[config.mk]
export PLATFORM = sky130hd
export DESIGN_NAME = draw_obstacles
export DESIGN_NICKNAME = d
export VERILOG_FILES = /design/src/rtl/draw_obstacles.sv
export SDC_FILE = /design/constraint.sdc
export NUM_CORES = 1
export LEC_CHECK = 0
export ABC_CLOCK_PERIOD_IN_PS = 4190
export BUFFER_PORTS_ARGS = -buffer_cell sky130_fd_sc_hd__buf_4
export CAP_MARGIN = 20
export CORE_ASPECT_RATIO = 1.5
export CORE_MARGIN = 4
export CORE_UTILIZATION = 59
export CTS_BUF_LIST = sky130_fd_sc_hd__clkbuf_16
export CTS_CLUSTER_SIZE = 14
export DETAILED_ROUTE_END_ITERATION = 6
export PLACE_DENSITY = 0.83
export SYNTH_ARGS = -nofsm -noshare
export SYNTH_HDL_FRONTEND = slang
export SYNTH_SLANG_ARGS = --single-unit
[constraint.sdc]
create_clock -name pclk -period 4.19 [get_ports pclk]
set_input_delay 0 -clock pclk [delete_from_list [all_inputs] [get_ports pclk]]
set_output_delay 0 -clock pclk [all_outputs]
set_load 0.1 [all_outputs]
[src/rtl/draw_obstacles.sv]
// draw_obstacles: overlays two bouncing hazard bars on the VGA stream
// and pulses player_hit when the mouse cursor touches a bar.
//
// Ports:
//   pclk, rst            - pixel clock, synchronous active-high reset
//   hcount_in..vblnk_in  - upstream timing
//   rgb_in               - upstream pixel colour
//   game_on              - game mode active
//   xpos, ypos           - mouse cursor position
//   hcount_out..vblnk_out- timing delayed by one cycle
//   rgb_out              - pixel colour with bars overlaid
//   player_hit           - one-cycle hit pulse
module draw_obstacles #(
    parameter int TOP_V_LINE      = 317,
    parameter int BOTTOM_V_LINE   = 617,
    parameter int LEFT_H_LINE     = 361,
    parameter int RIGHT_H_LINE    = 661,
    parameter int BAR_W           = 8,
    parameter int SPEED           = 2,
    parameter int COOLDOWN_FRAMES = 60,
    parameter logic [11:0] BAR_COLOR = 12'hF00
) (
    input  logic        pclk,
    input  logic        rst,
    input  logic [11:0] hcount_in,
    input  logic [11:0] vcount_in,
    input  logic        hsync_in,
    input  logic        vsync_in,
    input  logic        hblnk_in,
    input  logic        vblnk_in,
    input  logic [11:0] rgb_in,
    input  logic        game_on,
    input  logic [11:0] xpos,
    input  logic [11:0] ypos,
    output logic [11:0] hcount_out,
    output logic [11:0] vcount_out,
    output logic        hsync_out,
    output logic        vsync_out,
    output logic        hblnk_out,
    output logic        vblnk_out,
    output logic [11:0] rgb_out,
    output logic        player_hit
);

    localparam logic [12:0] LP_Y_MIN = 13'(TOP_V_LINE);
    localparam logic [12:0] LP_Y_MAX = 13'(BOTTOM_V_LINE - BAR_W + 1);
    localparam logic [12:0] LP_X_MIN = 13'(LEFT_H_LINE);
    localparam logic [12:0] LP_X_MAX = 13'(RIGHT_H_LINE - BAR_W + 1);
    localparam logic [12:0] LP_SPD   = 13'(SPEED);
    localparam logic [12:0] LP_BW1   = 13'(BAR_W - 1);
    localparam logic [12:0] LP_TOP   = 13'(TOP_V_LINE);
    localparam logic [12:0] LP_BOT   = 13'(BOTTOM_V_LINE);
    localparam logic [12:0] LP_LEFT  = 13'(LEFT_H_LINE);
    localparam logic [12:0] LP_RIGHT = 13'(RIGHT_H_LINE);
    localparam logic [15:0] LP_CD    = 16'(COOLDOWN_FRAMES);

    typedef enum logic [1:0] {
        S_IDLE,
        S_RUN,
        S_COOL
    } state_t;

    state_t      r_state;
    logic        r_vblnk_d;
    logic [11:0] r_bar_y;
    logic [11:0] r_bar_x;
    logic        r_up_y;
    logic        r_left_x;
    logic [15:0] r_cnt;

    logic        w_tick;
    logic [11:0] w_y_nx;
    logic [11:0] w_x_nx;
    logic        w_up_y_nx;
    logic        w_left_x_nx;
    logic        w_pix_in_bar;
    logic        w_hit;

    // Point inside either bar; all math widened to avoid wrap.
    function automatic logic in_bars(
        input logic [11:0] px,
        input logic [11:0] py,
        input logic [11:0] by,
        input logic [11:0] bx
    );
        logic [12:0] x, y, y0, x0;
        logic hb, vb;
        x  = {1'b0, px};
        y  = {1'b0, py};
        y0 = {1'b0, by};
        x0 = {1'b0, bx};
        hb = (y >= y0) && (y <= y0 + LP_BW1) &&
             (x >= LP_LEFT) && (x <= LP_RIGHT);
        vb = (x >= x0) && (x <= x0 + LP_BW1) &&
             (y >= LP_TOP) && (y <= LP_BOT);
        return hb | vb;
    endfunction

    assign w_tick       = vblnk_in & ~r_vblnk_d;
    assign w_pix_in_bar = in_bars(hcount_in, vcount_in, r_bar_y, r_bar_x);
    assign w_hit        = in_bars(xpos, ypos, r_bar_y, r_bar_x);

    // Next bar positions for a movement tick, clamped at the walls.
    always_comb begin
        w_y_nx      = r_bar_y;
        w_up_y_nx   = r_up_y;
        w_x_nx      = r_bar_x;
        w_left_x_nx = r_left_x;
        if (!r_up_y) begin
            if ({1'b0, r_bar_y} + LP_SPD > LP_Y_MAX) begin
                w_y_nx    = LP_Y_MAX[11:0];
                w_up_y_nx = 1'b1;
            end else begin
                w_y_nx = r_bar_y + LP_SPD[11:0];
            end
        end else begin
            if ({1'b0, r_bar_y} < LP_Y_MIN + LP_SPD) begin
                w_y_nx    = LP_Y_MIN[11:0];
                w_up_y_nx = 1'b0;
            end else begin
                w_y_nx = r_bar_y - LP_SPD[11:0];
            end
        end
        if (!r_left_x) begin
            if ({1'b0, r_bar_x} + LP_SPD > LP_X_MAX) begin
                w_x_nx      = LP_X_MAX[11:0];
                w_left_x_nx = 1'b1;
            end else begin
                w_x_nx = r_bar_x + LP_SPD[11:0];
            end
        end else begin
            if ({1'b0, r_bar_x} < LP_X_MIN + LP_SPD) begin
                w_x_nx      = LP_X_MIN[11:0];
                w_left_x_nx = 1'b0;
            end else begin
                w_x_nx = r_bar_x - LP_SPD[11:0];
            end
        end
    end

    always_ff @(posedge pclk) begin
        if (rst) begin
            r_state    <= S_IDLE;
            r_vblnk_d  <= 1'b0;
            r_bar_y    <= LP_Y_MIN[11:0];
            r_bar_x    <= LP_X_MIN[11:0];
            r_up_y     <= 1'b0;
            r_left_x   <= 1'b0;
            r_cnt      <= '0;
            hcount_out <= '0;
            vcount_out <= '0;
            hsync_out  <= 1'b0;
            vsync_out  <= 1'b0;
            hblnk_out  <= 1'b0;
            vblnk_out  <= 1'b0;
            rgb_out    <= '0;
            player_hit <= 1'b0;
        end else begin
            r_vblnk_d  <= vblnk_in;
            hcount_out <= hcount_in;
            vcount_out <= vcount_in;
            hsync_out  <= hsync_in;
            vsync_out  <= vsync_in;
            hblnk_out  <= hblnk_in;
            vblnk_out  <= vblnk_in;
            if (!hblnk_in && !vblnk_in &&
                r_state != S_IDLE && w_pix_in_bar)
                rgb_out <= BAR_COLOR;
            else
                rgb_out <= rgb_in;
            player_hit <= 1'b0;
            if (!game_on) begin
                r_state  <= S_IDLE;
                r_bar_y  <= LP_Y_MIN[11:0];
                r_bar_x  <= LP_X_MIN[11:0];
                r_up_y   <= 1'b0;
                r_left_x <= 1'b0;
                r_cnt    <= '0;
            end else begin
                unique case (r_state)
                    S_IDLE: r_state <= S_RUN;
                    S_RUN: if (w_tick) begin
                        r_bar_y  <= w_y_nx;
                        r_bar_x  <= w_x_nx;
                        r_up_y   <= w_up_y_nx;
                        r_left_x <= w_left_x_nx;
                        if (w_hit) begin
                            player_hit <= 1'b1;
                            r_state    <= S_COOL;
                            r_cnt      <= LP_CD;
                        end
                    end
                    S_COOL: if (w_tick) begin
                        r_bar_y  <= w_y_nx;
                        r_bar_x  <= w_x_nx;
                        r_up_y   <= w_up_y_nx;
                        r_left_x <= w_left_x_nx;
                        r_cnt    <= r_cnt - 16'd1;
                        if (r_cnt == 16'd1)
                            r_state <= S_RUN;
                    end
                    default: r_state <= S_IDLE;
                endcase
            end
        end
    end

endmodule

==> flow_metrics.py, run 1 <==
metrics = {
    "drt": {
        "routed_wl_um": 22000,
        "routed-via-count": 7704,
        "first_pass_iters": 5,
        "viasPerCell": 6.36,
        "drc_viols": 0,
        "drt_first_iter_violations": 475,
        "wl_per_cell_um": 18.2,
        "remaining_antenna_violation_count_after_routing": 0,
    },
    "clock_network": {
        "cts_buffer_depth": 2,
        "clk_pin_slew_ns": 0.07,
        "cts-buffers-inserted": 9,
        "cts_tree": "done",
        "htree_levels": 3,
        "clockRootBuffer": "sky130_fd_sc_hd__clkbuf_16",
        "clk-insertion-delay-late_ns": 0.35,
        "clock_sinks": 85,
    },
    "global_route": {
        "grt_pass1_wl_um": 36000,
        "antenna_violations_before_repair": 0,
        "grt_start_max_net_pins": 43,
        "vias_in_the_first_global_route": 7526,
        "globalRoute.totalOverflow": 0,
        "grt_usage_pct": 30.8,
    },
    "yosys": {
        "mappedNetlistArea_mm2": 0.00730,
        "post_synth_fa_ha_maj_area_fraction_pct": 18.1,
        "synthMuxAreaShare_pct": 0.291,
        "synthesized_area_fraction_occupied_by_and_or_nand_nor_cells_pct": 23.9,
        "async_flop_share_pct": 0,
        "ys_types": 81,
        "synthesis.yosys.warnings": 0,
        "synth.net_count": 1087,
        "ys_seq_area_share_pct": 23.3,
        "post_synth_inst_count": 916,
        "synthesized_area_fraction_occupied_by_ao_oa_aoi_and_oai_cells_pct": 24.5,
        "synth_top_flop_cell": "sky130_fd_sc_hd__dfxtp_1",
        "ys_seq_elements": 85,
        "postSynthAreaPerCell_um2": 7.97,
        "dominant_combinational_cell_family_by_area_after_synthesis": "compound AO/OA/AOI/OAI gates",
        "synth-xor-area-share_pct": 5.11,
        "edff_count_synth": 0,
    },
    "hold_path": {
        "timing.hold.worst.class": "primary input to register",
        "hold_start": "rst",
    },
    "placement": {
        "portBuffers": 107,
        "dp_hpwl_um": 15600,
        "finalWeightedCongestion": 0.929,
        "post-place-ws_ns": 0.0597,
    },
    "critical_path": {
        "required_ns": 4.41,
        "cp_cell_sequence": "inv_1 -> ha_1 -> nor2b_4 -> nor3_2 -> xnor2_1 -> ha_1 -> or3b_2 -> a2bb2oi_1 -> nor2_1 -> o31a_1 -> o21a_1 -> o32ai_4 -> nor2_4 -> buf_4 -> o311ai_0 -> o21ai_0",
        "timing.critical_path.from": "r_bar_x[1]",
        "worstPathBufferInverterCount": 2,
        "cell_with_the_largest_stage_delay_on_the_worst_path": "sky130_fd_sc_hd__or3b_2",
        "cp_top_delay_family": "compound AO/OA/AOI/OAI gates",
        "crit_path_max_incr_delay_ns": 0.45,
        "critPathMaxFanout": 16,
        "worst_ep_arrival_time_ns": 4.19,
        "crit_type": "register to register",
        "worst_path_most_repeated_cell": "sky130_fd_sc_hd__ha_1",
        "rr_startpoint": "r_bar_x[1]",
        "setup.worst_path.start_class": "register",
        "setup.worst_path.end_class": "register",
    },
    "cells_and_area": {
        "layout.nets": 1224,
        "diodes": 0,
        "area_delta_synth_final_pct": 22.9,
        "post_route_cells_drive_above_1_share_pct": 15.8,
        "fillerInstances": 863,
    },
    "sta": {
        "achievable-frequency_ghz": 0.252,
        "fin_crit_ns": 3.97,
        "report.final.setup_viol": 0,
        "layout_worst_path_cycle_share_pct": 94.7,
        "slew_violations": 0,
        "fin_worst_hold_slack_ns": 0.0896,
        "fin_ws_ns": 0.223,
        "final.setup_skew_ns": 0.0106,
        "timing.slew.headroom_pct": 26.9,
        "worst_slew_pin_slew_ns": 1.07,
        "hold_viol_final": 0,
    },
    "floorplanning": {
        "core_region_area_mm2": 0.0121,
        "die_y_um": 144,
        "floorplan.initialDensity_pct": 60.4,
        "pin_count": 108,
        "row_count": 49,
        "die-area_mm2": 0.0143,
        "dieWidth_um": 98.8,
    },
    "pwr": {
        "power.ir.vdd_worst_mv": 0.231,
        "power_density_mw_per_mm2": 244,
        "total_leakage_power_nw": 3.73,
    },
    "outcome": {
        "run_status": "completed",
    },
    "run": {
        "max-cap-violations": 0,
    },
}
-- flip-flops by register name, indices dropped and copies added (netlist names) --
signal,count
r_up_y,1
r_bar_y,12
rgb_out,12
r_left_x,1
player_hit,1
hblnk_out,1
hsync_out,1
r_bar_x,12
r_cnt,16
r_vblnk_d,1
vsync_out,1
hcount_out,12
r_state,2
vcount_out,12
-- metrics by stage --
stage / setup TNS (ns) / utilization (%) / total power [mW] / instances / area [um2]
finish: 0 / 74.3 / 2.19 / 1211 / 8970
global route: -0.0697 / 74.3 / 2.27 / 1211 / 8970
CTS: 0 / 74.1 / 2.17 / 1210 / 8950
detailed placement: 0 / 68.3 / 1.36 / 1154 / 8250
global placement: 0 / 68.3 / 1.35 / 1154 / 8250
floorplan: 0 / - / 1.20 / 916 / 7300
-- final timing paths --
path,endpoint,slack [ns],cells after the start
worst max-delay path,r_cnt[14],0.22,16
worst min-delay path,vcount_out[0],0.09,2
worst max register to register,r_cnt[14],0.22,16
worst min register to register,r_state[0],0.49,2
-- where the power goes --
group          internal (mW)  leakage, nW  switching (mW)  total, mW
Combinational          0.196         2.89           0.351      0.548
Clock                  0.459        0.143           0.343      0.802
Sequential             0.831        0.697         0.00988      0.841
Total                   1.49         3.73           0.705       2.19
-- metal layers --
| layer | global-route usage, % | up-vias | routed length [um] |
|---|---|---|---|
| li1 | - | 3681 | - |
| met1 | 34.8 | 3583 | 8580 |
| met2 | 54.9 | 362 | 11100 |
| met3 | 5.94 | 78 | 1430 |
| met4 | 15.3 | 0 | 901 |
| met5 | 0 | - | 0 |
-- kinds of logic (layout without fill, tap and decap cells) --
| group | after synthesis | in the layout |
|---|---|---|
| DFF | 85 | 85 |
| and+or+nand+nor | 335 | 335 |
| adders and majority gates | 106 | 106 |
| AOI/OAI and AO/OA | 265 | 265 |
| buffers and inverters | 86 | 228 |
| xor gates and xnor gates | 37 | 37 |
| muxes | 2 | 2 |
-- what timing repair did --
item | 4_1_cts | 5_1_grt
gates resized for setup | 0 | 6
setup buffers | 0 | 1
hold buffers | 40 | 0
endpoints found under the setup margin | 0 | 16
hold endpoints to repair | 40 | 0
-- area by class of cell --
class	instances	area (um2)	area share [%]
repair buffers	165	1340	14.9
clock buffers	9	225	2.51
clock inverters	7	67.6	0.753
flip-flops and latches	85	1700	19.0
inverters	47	176	1.97
well taps	153	191	2.13
multi-input cells	745	5270	58.7
-- placed cells by master, fill, tap and decap left out, types with 9 or more instances in the layout --
| cell | Yosys | final |
|---|---|---|
| sky130_fd_sc_hd__clkbuf_16 | 0 | 9 |
| sky130_fd_sc_hd__nand2_1 | 65 | 65 |
| sky130_fd_sc_hd__a21o_1 | 11 | 11 |
| sky130_fd_sc_hd__xnor2_1 | 32 | 32 |
| sky130_fd_sc_hd__nand2b_1 | 13 | 13 |
| sky130_fd_sc_hd__dlygate4sd3_1 | 0 | 40 |
| sky130_fd_sc_hd__nor2_1 | 84 | 84 |
| sky130_fd_sc_hd__nor3_1 | 25 | 24 |
| sky130_fd_sc_hd__nand3_1 | 23 | 23 |
| sky130_fd_sc_hd__ha_1 | 104 | 104 |
| sky130_fd_sc_hd__o21a_1 | 11 | 11 |
| sky130_fd_sc_hd__nor4_1 | 18 | 18 |
| sky130_fd_sc_hd__or3_1 | 14 | 14 |
| sky130_fd_sc_hd__o21ai_0 | 67 | 67 |
| sky130_fd_sc_hd__nand4_1 | 18 | 18 |
| sky130_fd_sc_hd__a21oi_1 | 58 | 58 |
| sky130_fd_sc_hd__buf_4 | 5 | 125 |
| sky130_fd_sc_hd__a211oi_1 | 15 | 15 |
| sky130_fd_sc_hd__nor2b_1 | 35 | 34 |
| sky130_fd_sc_hd__inv_1 | 45 | 46 |
| sky130_fd_sc_hd__dfxtp_1 | 85 | 84 |
| sky130_fd_sc_hd__o211ai_1 | 12 | 12 |
-- cell usage after synthesis, types with 23 or more instances --
cell / n / area, um2
sky130_fd_sc_hd__a21oi_1: 58 / 290
sky130_fd_sc_hd__nor2_1: 84 / 315
sky130_fd_sc_hd__dfxtp_1: 85 / 1700
sky130_fd_sc_hd__o21ai_0: 67 / 335
sky130_fd_sc_hd__ha_1: 104 / 1300
sky130_fd_sc_hd__nand3_1: 23 / 115
sky130_fd_sc_hd__inv_1: 45 / 169
sky130_fd_sc_hd__nor2b_1: 35 / 219
sky130_fd_sc_hd__xnor2_1: 32 / 280
sky130_fd_sc_hd__clkbuf_1: 26 / 97.6
sky130_fd_sc_hd__nor3_1: 25 / 125
sky130_fd_sc_hd__nand2_1: 65 / 244
(Power assumes the default switching activity.)
==> inputs of run 2 (changes only) <==
CORE_UTILIZATION = 45   (was 59)
PLACE_DENSITY = 0.66   (was 0.83)
==> flow_metrics.py, run 2 (synthesis results as in run 1) <==
metrics = {
    "cells_and_area": {
        "layout.nets": 1233,
        "post_route_cells_drive_above_1_share_pct": 16.3,
        "area.sequential_mm2": 0.00170,
        "area_delta_synth_final_pct": 24.6,
        "fillerInstances": 1501,
        "post-route-cell-area_mm2": 0.00910,
        "registers.top_by_ff_count": "r_cnt",
        "diodes": 0,
        "flip_flop_count_of_the_largest_register_all_copies_and_words_added": 16,
        "layout.cells.most_common_list": "sky130_fd_sc_hd__buf_4 (134), sky130_fd_sc_hd__ha_1 (104), sky130_fd_sc_hd__nor2_1 (84), sky130_fd_sc_hd__dfxtp_1 (84), sky130_fd_sc_hd__o21ai_0 (67)",
        "layout_commonest_cell": "sky130_fd_sc_hd__buf_4",
        "multiInputGateArea_mm2": 0.00526,
    },
    "critical_path": {
        "worst_ep_arrival_time_ns": 4.10,
        "setup.worst_path.end_class": "register",
        "worst_path_most_repeated_cell": "sky130_fd_sc_hd__ha_1",
        "worstPathBufferInverterCount": 2,
        "cp_cell_sequence": "inv_1 -> ha_1 -> a21boi_1 -> nor3_1 -> xnor2_1 -> ha_1 -> nand3_1 -> or3_1 -> o31a_1 -> o21a_1 -> o32ai_4 -> nor2_4 -> buf_4 -> o41ai_1 -> a21oi_1",
        "cp_top_delay_family": "compound AO/OA/AOI/OAI gates",
        "required_ns": 4.42,
        "crit_path_max_incr_delay_ns": 0.53,
        "cell_with_the_largest_stage_delay_on_the_worst_path": "sky130_fd_sc_hd__a21boi_1",
        "critPathMaxFanout": 17,
        "crit_type": "register to register",
        "r2r_setup_slack_ns": 0.32,
        "setup.worst_path.start_class": "register",
    },
    "global_route": {
        "antenna_violations_before_repair": 0,
        "grt_pass1_wl_um": 36200,
        "vias_in_the_first_global_route": 7246,
        "grt_usage_pct": 24.2,
        "grt_start_max_net_pins": 43,
        "globalRoute.totalOverflow": 0,
    },
    "placement": {
        "detailed_place.area_mm2": 0.00837,
        "finalWeightedCongestion": 0.964,
        "dp_hpwl_um": 17400,
        "portBuffers": 107,
    },
    "drt": {
        "remaining_antenna_violation_count_after_routing": 0,
        "wl_per_cell_um": 17.9,
        "drt_first_iter_violations": 431,
        "routed_wl_um": 22800,
        "first_pass_iters": 6,
        "viasPerCell": 5.93,
        "drc_viols": 0,
        "routed-via-count": 7533,
    },
    "floorplanning": {
        "pin_count": 108,
        "die-area_mm2": 0.0184,
        "die_y_um": 164,
        "row_count": 56,
        "dieWidth_um": 112,
        "floorplan.initialDensity_pct": 46.3,
        "core_region_area_mm2": 0.0158,
    },
    "sta": {
        "fin_tns_setup_ns": 0,
        "report.final.setup_viol": 0,
        "fin_crit_ns": 3.87,
        "timing.slew.headroom_pct": 35.4,
        "hold_viol_final": 0,
        "final.setup_skew_ns": 0.00852,
        "achievable-frequency_ghz": 0.259,
        "slew_violations": 0,
        "rsz_0062_raised_after_global_routing": "false",
        "worst_slew_pin_slew_ns": 0.969,
        "layout_worst_path_cycle_share_pct": 92.3,
    },
    "clock_network": {
        "cts_buffer_depth": 2,
        "cts_tree": "done",
        "clockRootBuffer": "sky130_fd_sc_hd__clkbuf_16",
        "htree_levels": 3,
        "cts-buffers-inserted": 9,
        "clk-insertion-delay-late_ns": 0.35,
        "clock_sinks": 85,
        "clk_pin_slew_ns": 0.07,
    },
    "hold_path": {
        "timing.hold.worst.class": "primary input to register",
    },
    "pwr": {
        "total_leakage_power_nw": 3.77,
        "power.ir.vdd_worst_mv": 0.212,
        "power_density_mw_per_mm2": 242,
    },
    "run": {
        "max-cap-violations": 0,
    },
    "outcome": {
        "run_status": "completed",
    },
}
run 2: layer usage:
layer	GRT usage, %	vias up	part of all wire, %
li1	-	3693	-
met1	27.4	3532	39
met2	45.7	249	53
met3	2.76	59	4.4
met4	10.2	0	3.2
met5	0	-	0
run 2: final timing paths:
kind / startpoint / to / cells past startpoint
worst max-delay path: r_bar_x[2] / r_cnt[2] / 15
worst min-delay path: rst / hcount_out[0] / 2
worst max register to register: r_bar_x[2] / r_cnt[2] / 15
worst min register to register: r_bar_x[1] / r_bar_x[1] / 2
run 2: timing repair:
item,in CTS,in global routing
endpoints found under the hold margin,40,0
gates resized for setup,0,6
setup endpoints to repair,0,11
buffers inserted,0,2
hold buffers,40,0
run 2: cell type report:
cell class	instances	share of cell area, %
Multi-Input combinational cell	745	57.8
Timing Repair Buffer	174	15.5
Clock inverter	7	0.825
Tap cell	203	2.79
Sequential cell	85	18.7
Clock buffer	9	2.48
Inverter	47	1.94
run 2: power breakdown:
| group | leakage [nW] | internal (mW) | switching, mW |
|---|---|---|---|
| Combinational | 2.94 | 0.196 | 0.349 |
| Clock | 0.140 | 0.464 | 0.355 |
| Sequential | 0.697 | 0.831 | 0.00922 |
| Total | 3.77 | 1.49 | 0.713 |
run 2: metrics by stage:
step                      setup WS [ns]  hold slack [ns]  util (%)  instances  power (mW)
after global placement            0.334            0.209      53.1       1212        1.36
final                             0.322           0.0646      57.7       1270        2.20
after floorplan                   0.553            0.128         -        916        1.20
after global routing             0.0170           0.0821      57.7       1270        2.29
after detailed placement          0.211            0.221      53.1       1212        1.36
after CTS                         0.207           0.0603      57.6       1268        2.22
